**src/rtl/hermes_ni_rx.sv**
```systemverilog
// rtl/hermes_ni_rx.sv - Hermes NI receive endpoint: credit link in, framed flit stream to the PE
// Optional packet counter output pkt_count_o enabled by defining HERMES_NI_RX_STATS_EN.
module hermes_ni_rx #(
  parameter int FLIT_SIZE   = 32,
  parameter int BUFFER_SIZE = 8
) (
  input  logic                 clk_i,
  input  logic                 rst_ni,
  input  logic                 rx_i,
  input  logic [FLIT_SIZE-1:0] data_i,
  output logic                 credit_o,
  output logic                 pe_valid_o,
  input  logic                 pe_ready_i,
  output logic [FLIT_SIZE-1:0] pe_data_o,
  output logic                 pe_sop_o,
  output logic                 pe_eop_o
`ifdef HERMES_NI_RX_STATS_EN
  ,
  output logic [31:0]          pkt_count_o
`endif
);

  localparam int AW = $clog2(BUFFER_SIZE);

  typedef enum logic [1:0] {S_HEADER, S_SIZE, S_PAYLOAD} state_t;

  state_t                 state;
  logic [FLIT_SIZE-1:0]   payload_cnt;
  logic [FLIT_SIZE+1:0]   mem [BUFFER_SIZE];
  logic [AW-1:0]          wr_ptr;
  logic [AW-1:0]          rd_ptr;
  logic [AW:0]            count;
  logic [AW:0]            next_count;
  logic                   push;
  logic                   pop;
  logic                   tag_sop;
  logic                   tag_eop;
  logic [FLIT_SIZE+1:0]   head;

  assign push = rx_i && credit_o;
  assign pop  = pe_valid_o && pe_ready_i;

  // Tags depend on where the incoming flit sits in its packet.
  always_comb begin
    tag_sop = 1'b0;
    tag_eop = 1'b0;
    case (state)
      S_HEADER:  tag_sop = 1'b1;
      S_SIZE:    tag_eop = (data_i == '0);
      S_PAYLOAD: tag_eop = (payload_cnt == FLIT_SIZE'(1));
      default:   ;
    endcase
  end

  always_comb begin
    next_count = count;
    if (push) next_count = next_count + (AW+1)'(1);
    if (pop)  next_count = next_count - (AW+1)'(1);
  end

  always_ff @(posedge clk_i or negedge rst_ni) begin
    if (!rst_ni) begin
      state       <= S_HEADER;
      payload_cnt <= '0;
      wr_ptr      <= '0;
      rd_ptr      <= '0;
      count       <= '0;
      credit_o    <= 1'b0;
    end else begin
      count    <= next_count;
      credit_o <= (next_count < (AW+1)'(BUFFER_SIZE));
      if (push) wr_ptr <= wr_ptr + AW'(1);
      if (pop)  rd_ptr <= rd_ptr + AW'(1);
      if (push) begin
        case (state)
          S_HEADER: state <= S_SIZE;
          S_SIZE: begin
            payload_cnt <= data_i;
            state       <= (data_i == '0) ? S_HEADER : S_PAYLOAD;
          end
          S_PAYLOAD: begin
            payload_cnt <= payload_cnt - FLIT_SIZE'(1);
            if (payload_cnt == FLIT_SIZE'(1)) state <= S_HEADER;
          end
          default: state <= S_HEADER;
        endcase
      end
    end
  end

  // Storage needs no reset; the pointers define which entries are live.
  always_ff @(posedge clk_i) begin
    if (push) mem[wr_ptr] <= {tag_sop, tag_eop, data_i};
  end

  assign head       = mem[rd_ptr];
  assign pe_valid_o = (count != '0);
  assign pe_sop_o   = pe_valid_o ? head[FLIT_SIZE+1] : 1'b0;
  assign pe_eop_o   = pe_valid_o ? head[FLIT_SIZE]   : 1'b0;
  assign pe_data_o  = pe_valid_o ? head[FLIT_SIZE-1:0] : '0;

`ifdef HERMES_NI_RX_STATS_EN
  always_ff @(posedge clk_i or negedge rst_ni) begin
    if (!rst_ni)              pkt_count_o <= '0;
    else if (push && tag_eop) pkt_count_o <= pkt_count_o + 32'd1;
  end
`endif

endmodule

```
**config.mk**
```make
export PLATFORM = sky130hd
export DESIGN_NAME = hermes_ni_rx
export DESIGN_NICKNAME = d
export VERILOG_FILES = /design/src/rtl/hermes_ni_rx.sv
export SDC_FILE = /design/constraint.sdc
export NUM_CORES = 1
export LEC_CHECK = 0
export ABC_AREA = 1
export CAP_MARGIN = 30
export CORE_MARGIN = 3
export CORE_UTILIZATION = 50
export CTS_BUF_LIST = sky130_fd_sc_hd__clkbuf_2
export CTS_CLUSTER_DIAMETER = 150
export CTS_CLUSTER_SIZE = 25
export DETAILED_ROUTE_END_ITERATION = 7
export GPL_TIMING_DRIVEN = 1
export PLACE_DENSITY = 0.79
export SLEW_MARGIN = 10
export SYNTH_ARGS = -nofsm -noshare
export SYNTH_HDL_FRONTEND = slang
export SYNTH_SLANG_ARGS = --single-unit
```
**constraint.sdc**
```tcl
create_clock -name clk_i -period 2.84 [get_ports clk_i]
set_clock_uncertainty 0.15 [all_clocks]
set_input_delay 0.284 -clock clk_i [delete_from_list [all_inputs] [get_ports clk_i]]
set_output_delay 0.284 -clock clk_i [all_outputs]
set_load 0.01 [all_outputs]
```
==> results by group <==
Run status
  • Outcome: complete, but fails checks
  • Violated checks: setup timing

Drt
  • DR WL/cell: 21.0 um
  • DRT Wirelength: 39.7 mm
  • Initial DRT Pass Iterations: 6
  • Remaining antenna violation count: 0
  • Initial DRC Count: 1429
  • Vias: 11.2k
  • Residual DRC count: 0
  • Vias per std cell: 5.92

Synthesis
  • Mapped cell area: 14100 um^2
  • Fraction of registers with async set/reset: 14.2%
  • Area contributors post-synth: edfxtp_1, nor2_1, dfrtp_1
  • Synth cell types: 38
  • Cells after synthesis: 1356
  • FF+latch count, synth: 317
  • Number of synthesized flops with an enable pin: 272
  • Yosys top cell by area: edfxtp_1
  • Register area share after synthesis: 65.7%
  • Main synth FF type: edfxtp_1
  • Synth warnings: 0
  • Synth Area per Inst: 10.4 um^2
  • Share of the synthesized area in the top cell type: 57.8%
  • Syn Nets: 1402

Placement
  • IO buf count: 71
  • Gp weighted congestion: 0.950
  • Post-DP HPWL: 20.1 mm
  • DP Worst Slack: 0.324 ns

Floorplan
  • Io pins: 72
  • Initial cell density of the core: 51.6%
  • Die Wd: 174 um
  • Rows: 60
  • Die Height: 174 um
  • CORE AREA: 27400 um^2
  • Total die area: 30300 um^2

CTS
  • Total CTS buffers: 16
  • CTS root buf: clkbuf_2
  • Max Buffers Root-to-Sink: 3
  • Sink Count: 317
  • Htree depth: 1
  • Clock-pin slew on the worst setup and hold paths: 0.44 ns
  • Worst-Skew Late Latency: 0.92 ns
  • TritonCTS clock tree: built

Job
  • Max-Cap Viols: 0

Power and ir drop
  • Psw: 0.00735 W
  • Combinational fraction of design power: 54.1%
  • Clk pwr share: 9.1%
  • Sequential power share: 36.8%
  • Pleak: 6.35 nW
  • VDD IR-drop max: 0.455 mV
  • Internal power: 0.00992 W
  • Switching part of the total: 42.6%
  • Power density over the cells: 997 nW/um^2

Timing
  • Setup violators final: 34
  • Min cycle time layout: 3.13 ns
  • Crit share post-route: 110%
  • Final Slew Violations: 0
  • Unrepaired setup endpoints after global routing: yes
  • Final Hold Fails: 0
  • Worst Tran Pin Value: 0.729 ns
  • Slew headroom: 51.3%
  • Worst Slack Setup Final: -0.288 ns
  • Peak Freq: 0.320 GHz
  • Setup Total Neg Slack: -6.19 ns

GRT
  • Global-route wire length before repair: 58.9 mm
  • Antenna violations before repair: 2
  • Vias in the first global route: 10.5k
  • Largest net degree at the start of global routing: 47
  • Total grt overflow: 0
  • GRT Util Overall: 24.6%

Final layout
  • Fillers: 1956
  • Area delta synth->final: 22.6%
  • Final nets: 1552
  • Layout cell share with drive strength beyond 1: 19.1%
  • Most common cell after layout, fill and taps aside: nor2_1
  • Utilization after layout: 63.2%
  • Most frequent cells in the layout: nor2_1, edfxtp_1, nand2_1

Worst setup path
  • Reg-to-reg slack, setup: 0.52 ns
  • Worst R2R Path Depth: 10
  • Crit path required time: 2.41 ns
  • Kind of critical path: flip-flop to output port
  • Launching element type of the critical path: flip-flop
  • R2R Path Start: state[0]
  • Crit path DAT: 2.69 ns
  • Crit. End Element: output port
  • Crit Path Max Fanout: 6
  • RR Endpoint: payload_cnt[5]

Worst hold path
  • Hold_sp: data_i[9]
  • Hold Path Depth: 2
  • Hold Path Class: input port to flip-flop
  • Hold EP: mem[5][9]
## sequential cells by signal, indices dropped and copies added, names as in the netlist
signal,count
credit_o,1
wr_ptr,3
mem,272
rd_ptr,3
payload_cnt,32
state,2
count,4
## power groups by stage
stage	clock, W	sequential (W)	combinational (W)
2_1_floorplan	0	0.00628	0.00442
3_3_place_gp	0	0.00640	0.00674
3_5_place_dp	0	0.00644	0.00694
4_1_cts	0.00158	0.00632	0.00844
5_1_grt	0.00172	0.00643	0.00999
6_report	0.00157	0.00636	0.00934
## routing by layer
layer | wire, um | GRT usage (%) | share of wire, % | vias to the layer above
met1 | 14900 | 32.8 | 37 | 5394
li1 | - | - | - | 4976
met3 | 4010 | 3.08 | 10 | 116
met4 | 1290 | 8.55 | 3.2 | 0
met2 | 19500 | 41.9 | 49 | 696
met5 | 0 | 0 | 0 | -
## critical path: stages (launching register included)
cell and delay (ns):
dfrtp_4 0.61, buf_12 0.15, buf_12 0.15, buf_16 0.15, nor2_4 0.09, nor2_2 0.04, o21ai_1 0.11, o21ai_1 0.11
o21ai_1 0.16, nor2_1 0.08, buf_2 0.15
## how the worst max path moves through the flow
stage               from  depth (start not counted)             to  slack, ns
3_5_place_dp   rd_ptr[1]                          6  pe_data_o[25]       0.32
3_3_place_gp   rd_ptr[0]                          7       pe_eop_o       0.39
5_1_grt        rd_ptr[0]                          8  pe_data_o[13]      -0.40
4_1_cts        rd_ptr[1]                          6  pe_data_o[18]      -0.24
6_report       rd_ptr[0]                         10  pe_data_o[13]      -0.29
2_1_floorplan   credit_o                          3      mem[0][0]      -0.01
## synthesized netlist by cell type (8+ instances only)
library cell	count
nor2_1	364
edfxtp_1	272
o21ai_0	178
nand2_1	169
inv_1	66
dfrtp_1	45
nand3_1	40
o32ai_1	34
clkbuf_1	32
o21ai_1	25
buf_2	23
a21oi_1	20
nand2_2	12
ha_1	10
nor2_2	10
xor2_1	8
## logic make-up (layout without fill, tap and decap cells)
| kind of cell | count (synthesis) | in the layout | share of synthesized area [%] |
|---|---|---|---|
| simple gates | 617 | 617 | 18.1 |
| flops | 317 | 317 | 65.7 |
| compound gates | 267 | 267 | 10.5 |
| buf+inv | 136 | 296 | 4.23 |
| fa+ha+maj | 10 | 10 | 0.885 |
| xor+xnor | 8 | 8 | 0.496 |
| mux | 1 | 1 | 0.0708 |
| other cells | 0 | 2 | 0 |
## timing repair
item | in CTS | in global routing
resized for setup | 293 | 104
hold buffers | 35 | 0
endpoints found under the setup margin | 35 | 34
buffers inserted | 19 | 6
endpoints found under the hold margin | 297 | 0
gates cloned | 17 | 5
pin swaps | 51 | 61
## through the flow
stage | cell area (um^2) | hold WS [ns] | std cells | total power [W]
2_1_floorplan | 14100 | -0.162 | 1356 | 0.0107
3_3_place_gp | 15600 | 0.220 | 1779 | 0.0131
3_5_place_dp | 15600 | 0.213 | 1779 | 0.0134
4_1_cts | 16900 | 0.0204 | 1878 | 0.0163
5_1_grt | 17300 | 0.0401 | 1890 | 0.0182
6_report | 17300 | 0.0520 | 1890 | 0.0173
## area by class of cell
type / count / area, um^2 / share of cell area, %
Sequential cell: 317 / 9300 / 53.7
Multi-Input combinational cell: 903 / 4700 / 27.1
Clock buffer: 27 / 135 / 0.780
Inverter: 68 / 282 / 1.62
Antenna cell: 2 / 5.00 / 0.0289
Timing Repair Buffer: 199 / 2410 / 13.9
Timing Repair inverter: 1 / 16.3 / 0.0939
Tap cell: 372 / 465 / 2.69
Clock inverter: 1 / 8.76 / 0.0506
No activity file was read; power rests on OpenSTA's default activity.
